File: config.mk
export PLATFORM = sky130hd
export DESIGN_NAME = ex_to_id_bypass
export DESIGN_NICKNAME = d
export VERILOG_FILES = /design/src/rtl/ex_to_id_bypass.sv
export SDC_FILE = /design/constraint.sdc
export NUM_CORES = 1
export LEC_CHECK = 0
export BUFFER_PORTS_ARGS = -buffer_cell sky130_fd_sc_hd__buf_2
export CAP_MARGIN = 20
export CORE_MARGIN = 4
export CORE_UTILIZATION = 43
export CTS_CLUSTER_SIZE = 12
export DETAILED_ROUTE_END_ITERATION = 6
export PLACE_DENSITY = 0.9
export SLEW_MARGIN = 15
export SYNTH_ARGS = -nofsm -noshare
export SYNTH_HDL_FRONTEND = slang
export SYNTH_SLANG_ARGS = --single-unit
File: constraint.sdc
create_clock -name clock -period 2.95 [get_ports clock]
set_input_delay 0.59 -clock clock [delete_from_list [all_inputs] [get_ports clock]]
set_output_delay 0.59 -clock clock [all_outputs]
set_load 0.02 [all_outputs]
File: src/rtl/ex_to_id_bypass.sv
// rtl/ex_to_id_bypass.sv - EX-to-WB return stage with operand forwarding to ID and late-result stall
module ex_to_id_bypass #(
    parameter int DATA_W      = 16,
    parameter int ADRS_W      = 4,
    parameter int ZERO_REG_EN = 1
) (
    input  logic              clock,
    input  logic              reset,
    input  logic [ADRS_W-1:0] id_src1,
    input  logic [ADRS_W-1:0] id_src2,
    input  logic              id_src1_used,
    input  logic              id_src2_used,
    input  logic [DATA_W-1:0] id_dat1,
    input  logic [DATA_W-1:0] id_dat2,
    input  logic              ex_wr_en,
    input  logic [ADRS_W-1:0] ex_dst,
    input  logic [DATA_W-1:0] ex_result,
    input  logic              ex_late,
    input  logic [DATA_W-1:0] late_data,
    output logic [DATA_W-1:0] fwd_dat1,
    output logic [DATA_W-1:0] fwd_dat2,
    output logic              stall,
    output logic              wb_wr_en,
    output logic [ADRS_W-1:0] wb_dst,
    output logic [DATA_W-1:0] wb_data,
    output logic [15:0]       stall_count
);

    logic              wb_wr_q;
    logic [ADRS_W-1:0] wb_dst_q;
    logic [DATA_W-1:0] wb_data_q;
    logic              wb_late_q;
    logic [15:0]       stall_count_q;

    logic hit_ex1, hit_ex2, hit_wb1, hit_wb2;

    // Address 0 is the hard-wired zero register when enabled: never written, never matched.
    function automatic logic is_zero_reg(input logic [ADRS_W-1:0] a);
        return (ZERO_REG_EN != 0) && (a == '0);
    endfunction

    always_ff @(posedge clock) begin
        if (reset) begin
            wb_wr_q       <= 1'b0;
            wb_dst_q      <= '0;
            wb_data_q     <= '0;
            wb_late_q     <= 1'b0;
            stall_count_q <= '0;
        end else begin
            wb_wr_q   <= ex_wr_en && !is_zero_reg(ex_dst);
            wb_dst_q  <= ex_dst;
            wb_data_q <= ex_result;
            wb_late_q <= ex_late;
            if (stall && (stall_count_q != 16'hFFFF)) begin
                stall_count_q <= stall_count_q + 16'd1;
            end
        end
    end

    assign wb_wr_en    = wb_wr_q;
    assign wb_dst      = wb_dst_q;
    assign wb_data     = wb_late_q ? late_data : wb_data_q;
    assign stall_count = stall_count_q;

    always_comb begin
        hit_ex1 = id_src1_used && ex_wr_en && (ex_dst == id_src1) && !is_zero_reg(id_src1);
        hit_ex2 = id_src2_used && ex_wr_en && (ex_dst == id_src2) && !is_zero_reg(id_src2);
        hit_wb1 = id_src1_used && wb_wr_q && (wb_dst_q == id_src1) && !is_zero_reg(id_src1);
        hit_wb2 = id_src2_used && wb_wr_q && (wb_dst_q == id_src2) && !is_zero_reg(id_src2);
    end

    // Youngest producer wins; a late EX hit stalls, so its operand value is irrelevant.
    always_comb begin
        fwd_dat1 = id_dat1;
        fwd_dat2 = id_dat2;
        stall    = 1'b0;
        if (!reset) begin
            if (hit_ex1 && !ex_late) begin
                fwd_dat1 = ex_result;
            end else if (hit_wb1) begin
                fwd_dat1 = wb_data;
            end
            if (hit_ex2 && !ex_late) begin
                fwd_dat2 = ex_result;
            end else if (hit_wb2) begin
                fwd_dat2 = wb_data;
            end
            stall = (hit_ex1 || hit_ex2) && ex_late;
        end
    end

endmodule
# == Word-level counts from Yosys, hierarchy flattened ==
# Cells that the tools add are included.
# word_totals
ff_bits,38
word_cells,44
# classes
n_addsub,1
n_eq_ne,5
n_mux,8
n_reduce_logical,25
# op_table
op,n
2-to-1 mux 16 bit,7
logical AND 1 bit,17
adder 16 x 1 -> 16 bit (second input constant),1
equality test 4 bit,4
!= test 16 bit (second input constant),1
zero test 4 bit,3
zero test 1 bit,4
logical OR 1 bit,1
2-to-1 mux 1 bit,1

# == Logic depth before layout (Yosys ltp) ==
# Gate-level depths: netlist of run 1.
# logic_depth
word_depth,7
ltp_mapped,8
mapped_depth_nobuf,6

# == Worst setup path after synthesis of run 1 ==
# OpenSTA, ideal clock, no wires.
# synth_timing
path_type,input to output
from,input port id_src1[0]
to,output port fwd_dat1[10]
arrival_ns,2.108
path_slack_ns,0.252
stages,8
cell_sequence,or4_1 nand3_1 or2_0 buf_2 and2_1 buf_2 buf_6 a221o_1
# synth_via
elab_chain_len,6
word_cells_on_any_way,12
# synth_lines
item,line,text
"start, declared",9,"input logic [ADRS_W-1:0] id_src1,"
"equality test 4 bit, or another cell as far along",68,hit_wb1 = id_src1_used && wb_wr_q && (wb_dst_q == id_src1) && !is_zero_reg(id_src1);
"logical AND 1 bit, or another cell as far along",68,
"logical AND 1 bit, on equally long branches","68, 66",
2-to-1 mux 16 bit / logical AND 1 bit (equally long branches),"80, 78",
2-to-1 mux 16 bit (*),78,if (hit_ex1 && !ex_late) begin
2-to-1 mux 16 bit (*),77,if (!reset) begin
"end, declared",20,"output logic [DATA_W-1:0] fwd_dat1,"
# Every way passes the cells marked *; elsewhere a longest branch is shown, timed or not.

# == Worst setup path after layout of run 1 ==
# layout_timing
from,input port id_src2[3]
to,output port fwd_dat2[9]
# layout_via
elab_chain_len,6
word_cells_on_any_way,12
# layout_lines
item,line,text
"start, declared",10,"input logic [ADRS_W-1:0] id_src2,"
"equality test 4 bit, or another cell as far along",69,hit_wb2 = id_src2_used && wb_wr_q && (wb_dst_q == id_src2) && !is_zero_reg(id_src2);
"logical AND 1 bit, or another cell as far along",69,
"logical AND 1 bit, on equally long branches","69, 67",
2-to-1 mux 16 bit / logical AND 1 bit (equally long branches),"85, 83",
2-to-1 mux 16 bit (*),83,if (hit_ex2 && !ex_late) begin
2-to-1 mux 16 bit (*),77,
"end, declared",21,"output logic [DATA_W-1:0] fwd_dat2,"
# Marks and branches as above.

==> results.md, run 1 <==
- Fmax achieved: 342.5 MHz
- Clock root cell: clkbuf_8
- CP top delay family: compound AO/OA/AOI/OAI gates
- Syn Nets: 401
- Placed insts: 537
- H-tree depth: 2
- CP Data Required Time: 2.36 ns
- R2R Path End: stall_count[3]
- Routed via count: 3145
- Port bufs: 151
- Post-synth top area cell: dfxtp_1
- Clk Latency, worst-skew pair: 0.28 ns
- Reg2reg start: stall_count[0]
- Clock slew at reported path FFs: 0.08 ns
- Initial antenna violation count: 0
- Grt total ovfl: 0
- IO Pins: 152
- DP Worst Slack: -0.09020 ns
- Min-Delay Path Depth: 2
- Slowest-stage cell, CP: a221o_1
- First-pass GRT wire length: 13.71 mm
- Top sig layer: met4
- Crit path kind: in -> out
- Buf+Inv Stages, Crit Path: 3
- Commonest cells in the netlist: dfxtp_1 (38), nor2_1 (37), a221o_1 (32)
- Final Hold Fails: 0
- Residual DRC: 0
- Layout cells sized above 1: 43.25%
- Site Rows: 28
- DPL Wire Length: 6.801 mm
- Tmin final: 2.920 ns
- Starting Density: 44.08%
- FILL cells: 509
- Die H: 85.91 um
- Synthesized instance count: 318
- Met2 Wirelength: 4.643 mm
- Die Wd: 85.91 um
- Critical Path Sink Type: output port
- Post-route setup slack: 0.03012 ns
- Startpoint types: input port
- Max Clock Skew: 0.004676 ns
- Min-delay src: stall_count[11]
- Worst endpoint data arrival time: 2.33 ns
- Mean Syn Cell Area: 8.208 um^2
- Max-cap violations: 0
- Post-synth top area share: 29.15%
- Vias per inst: 5.729
- Max Slew Vio Count: 0
- Pin count of the biggest net entering global routing: 25
- Top cells by area, synth: dfxtp_1 (29%), a221o_1 (12%), mux2_2 (6.9%)
- WHS Endpoint: stall_count[11]
- ANT nets after route: 0
- DRT Pass-1 Iters: 5
- CTS max path bufs: 2
- Clock sinks: 38
- RSZ-0062 raised after global routing: yes
- Most common cell in the netlist: dfxtp_1
- Routed WL: 9.228 mm
- P per Cell Area: 331.8 nW/um^2
- Leak: 1.787 nW
- Vias in the first global route: 2941
- Status: finished clean
- RePlAce Congestion: 0.9301
- Number of DRC markers in iteration 0: 168
- Reg2Reg Depth: 7
- Global Route Usage Sum: 22.83%
- Tot Pwr: 1.254 mW
- Routed length on met1: 3.610 mm
- Total core area: 5921 um^2
- Setup TNS: 0 ns
- Crit path max fanout: 8
- Layout Nets: 556
- Ys async rst share: 0%
- CP Cell Sequence: buf_8 -> nor3_2 -> or3_4 -> a2111oi_4 -> buf_4 -> o21ai_4 -> a221o_1 -> buf_6
- Post-Synthesis Cell Area: 2610 um^2
- Hold/Removal Path Class: reg -> reg
- Met3 WL: 784 um
- Drt wl/cell: 16.81 um
- Most used DFF post-synth: dfxtp_1
- Library cells used by synthesis: 39
- CTS tree: built
- Synth warn: 0
- # diodes: 0
- Slew headroom: 51.61%
- Tightest Pin Transition: 0.7251 ns
- Die Area: 7381 um^2
- Area grow syn2layout: 44.82%
- Setup-failing EPs final: 0
- Peak VDD IR: 0.1990 mV
- Total CTS buffers: 5
- Post-route insts no fill: 549
- Seq cells post-synth: 38
- Register-to-Register Setup Slack: 0.74 ns
- Number of flops mapped to enable cells by yosys: 0
- Period utilization: 98.98%
- Part of the Yosys area used for sequential elements: 29.15%
- Hold_buf cts: 0
- CP max stage delay: 0.41 ns
## layout by cell type (no fill, tap or decap), types with 2 or more instances in the layout
cell and n:
clkbuf_8 6, a21oi_1 11, buf_4 11, nor4_1 2, or2_1 2, o41ai_1 4, buf_2 140, and2_1 20
o21ai_4 4, a2111oi_4 2, or3_1 3, o21ai_0 4, xor2_1 4, and3_1 3, nand2_1 25, dfxtp_1 38
mux2_1 2, nor2_1 36, xnor2_1 9, buf_8 2, o31ai_1 6, buf_6 10, and3b_1 2, o311ai_0 3
nand4_1 5, inv_1 20, mux2_2 16, nor3_1 2, or4_1 10, and4_1 4, a221o_1 32, nand3_1 10
buf_12 5, nor2b_1 8, nand3b_1 2
## area by class of cell
type / instances / area (um^2) / area share [%]
Inverter: 20 / 75.07 / 1.986
Timing Repair Buffer: 168 / 1026 / 27.14
Clock inverter: 1 / 5.005 / 0.1324
Tap cell: 75 / 93.84 / 2.483
Clock buffer: 7 / 86.33 / 2.284
Sequential cell: 38 / 760.7 / 20.13
Multi-Input combinational cell: 240 / 1733 / 45.85
## sequential cells by signal, indices dropped and copies added (netlist names)
name	cells
stall_count	16
wb_data_q	16
wb_dst	4
wb_late_q	1
wb_wr_en	1
## cells by family after synthesis
kind of cell    count (synthesis)  synth area share [%]
compound gates                 65                 22.00
mux                            18                 7.766
flops                          38                 29.15
xor+xnor                       14                 4.698
simple gates                  140                 28.28
fa+ha+maj                       1                0.4793
buf+inv                        42                 7.622
## where the power goes
part	leakage [nW]	internal [mW]	switching (mW)
clock	0.0482	0.189	0.181
sequential	0.312	0.529	0.00799
combinational	1.43	0.160	0.188
total	1.79	0.877	0.377
## through the flow
step	hold slack (ns)	instance area (um^2)	util, %
after CTS	0.4964	3630	61.31
after floorplan	0.5590	2610	-
after detailed placement	0.4833	3511	59.30
after global routing	0.5186	3780	63.84
final	0.4965	3780	63.84
after global placement	0.4728	3511	59.30
## how the worst max path moves through the flow
stage,depth (start not counted),slack (ns),from,to
after floorplan,8,0.25,id_src1[0],fwd_dat1[10]
after global placement,7,-0.07,id_src1[1],fwd_dat1[6]
after detailed placement,7,-0.09,id_src2[0],fwd_dat2[13]
after CTS,9,0.04,id_src2[2],fwd_dat2[13]
after global routing,8,-0.05,id_src2[3],fwd_dat2[9]
final,8,0.03,id_src2[3],fwd_dat2[9]
## routing by layer
layer	track usage, %	up-vias
met5	0	-
met4	8.921	0
met3	4.611	20
met2	39.73	181
met1	27.41	1466
li1	-	1478
## timing repair
action                     4_1_cts  5_1_grt
setup buffers                    0        2
resized for setup                3       30
pin swaps                        0       22
setup endpoints to repair       32       31
gates cloned                     0        2
## tightest hold or removal path, delay by kind of cell (launching register included)
family / cells / cell delay, ns
compound gates: 2 / 0.13
flops: 1 / 0.33
Note: power is estimated with default switching activity, not from simulation.
==> run 2, diff against run 1 <==
--- a/config.mk
+++ b/config.mk
@@ -7,7 +7,7 @@
 export LEC_CHECK = 0
 export BUFFER_PORTS_ARGS = -buffer_cell sky130_fd_sc_hd__buf_2
 export CAP_MARGIN = 20
-export CORE_MARGIN = 4
+export CORE_MARGIN = 2
 export CORE_UTILIZATION = 43
 export CTS_CLUSTER_SIZE = 12
 export DETAILED_ROUTE_END_ITERATION = 6
==> results.md, run 2 (synthesized netlist as in run 1, its figures left out) <==
- Setup-failing EPs final: 0
- Pin count of the biggest net entering global routing: 30
- Vias in the first global route: 2791
- Layout cells sized above 1: 42.34%
- Grt total ovfl: 0
- Clock root cell: clkbuf_8
- Area grow syn2layout: 41.08%
- Startpoint types: input port
- Slew headroom: 68.29%
- Die Area: 6709 um^2
- RePlAce Congestion: 0.8676
- P per Cell Area: 335.6 nW/um^2
- Commonest non-fill, non-tap cell in the layout: buf_2
- Crit path top cell by count: buf_4
- Total CTS buffers: 5
- Total core area: 5886 um^2
- Hold/Removal Path Class: reg -> reg
- Number of DRC markers in iteration 0: 168
- Register-to-Register Setup Slack: 0.95 ns
- Max Slew Vio Count: 0
- ANT nets after route: 0
- # diodes: 0
- FILL cells: 525
- Die Wd: 81.91 um
- Clk Latency, worst-skew pair: 0.28 ns
- Residual DRC: 0
- Peak VDD IR: 0.2136 mV
- CP Data Required Time: 2.36 ns
- Vias per inst: 5.727
- Crit path max fanout: 8
- CP max stage delay: 0.37 ns
- Drt wl/cell: 15.82 um
- CTS max path bufs: 2
- CP Cell Sequence: buf_4 -> nor3_1 -> or3_4 -> a2111oi_4 -> buf_4 -> o21ai_4 -> a221o_1 -> buf_6
- Multi-input logic area: 1709 um^2
- Tmin final: 2.921 ns
- Tot Pwr: 1.236 mW
- Crit path kind: in -> out
- Starting Density: 44.35%
- Max-cap violations: 0
- Initial antenna violation count: 0
- Most frequent cells in the layout: buf_2 (136), dfxtp_1 (38), nor2_1 (37), a221o_1 (32), nand2_1 (25)
- Layout Nets: 552
- Die H: 81.91 um
- Sequential cell area: 760.7 um^2
- Port bufs: 151
- Tightest Pin Transition: 0.4740 ns
- H-tree depth: 2
- Clock sinks: 38
- Routed WL: 8.620 mm
- CTS tree: built
- Hold Slack: 0.5026 ns
- Leak: 1.753 nW
- DRT Pass-1 Iters: 4
- Final Util: 62.56%
- IO Pins: 152
- Max Clock Skew: 0.004940 ns
- Period utilization: 99.03%
- First-pass GRT wire length: 12.46 mm
- Slowest-stage cell, CP: or3_4
- Routed via count: 3121
- Worst endpoint data arrival time: 2.33 ns
- Clock slew at reported path FFs: 0.07 ns
- Status: finished clean
- Fmax achieved: 342.3 MHz
- Final Hold Fails: 0
- Global Route Usage Sum: 23.57%
- DPL Wire Length: 6.507 mm
- Site Rows: 28
- Critical Path Sink Type: output port
-- run 2: cell count changes in the layout (fill, tap and decap cells not counted) --
cell,previous run,this run
buf_12,5,4
buf_2,140,136
buf_4,11,24
buf_6,10,1
buf_8,2,0
nor2_1,36,37
nor2_2,1,0
nor3_1,2,3
nor3_2,1,0
o21ai_4,4,3
-- run 2: per-layer routing --
layer  vias to the layer above  wire length (um)  global-route usage, %
met3                        27               797                  5.714
met1                      1418              3310                  25.47
met5                         -                 0                      0
met4                         0               197                  8.333
li1                       1478                 -                      -
met2                       198              4314                  44.23
-- run 2: metrics by stage --
| step | std cells | setup TNS (ns) | instance area [um^2] | worst slack (ns) |
|---|---|---|---|---|
| 2_1_floorplan | 318 | 0 | 2610 | 0.2517 |
| 3_3_place_gp | 535 | -0.5497 | 3483 | -0.06863 |
| 3_5_place_dp | 535 | -2.106 | 3483 | -0.1049 |
| 4_1_cts | 543 | 0 | 3602 | 0.05250 |
| 5_1_grt | 545 | -0.2029 | 3682 | -0.03864 |
| 6_report | 545 | 0 | 3682 | 0.02875 |
-- run 2: layout make-up --
cell class	count	area share (%)
timing repair buffer	165	25.86
sequential	38	20.66
inverter	20	2.039
clock buffer	7	2.345
multi-input combinational	239	46.42
tap	75	2.548
clock inverter	1	0.1359
-- run 2: path summary, 6_finish.rpt --
kind,startpoint,cells after the start,to
worst max-delay path,id_src2[3],8,fwd_dat2[15]
worst min-delay path,stall_count[9],2,stall_count[9]
worst max register to register,stall_count[0],7,stall_count[8]
worst min register to register,stall_count[9],2,stall_count[9]
-- run 2: report_power, final --
part	total, mW	leakage (nW)	switching [mW]	internal, mW
logic	0.338	1.39	0.185	0.153
clock network	0.361	0.0482	0.173	0.189
registers	0.537	0.312	0.00771	0.529
-- run 2: what timing repair did --
action	in CTS	in global routing
gates resized for setup	3	21
hold buffers	0	0
buffers inserted	0	1
setup endpoints to repair	32	26
cloned	0	1
pin swaps	0	4
-- run 2: critical path: cells and delay by family --
family                 cells  cell delay, ns
AO/OA/AOI/OAI              3            0.86
buffers and inverters      3            0.47
AND/OR/NAND/NOR            2            0.41
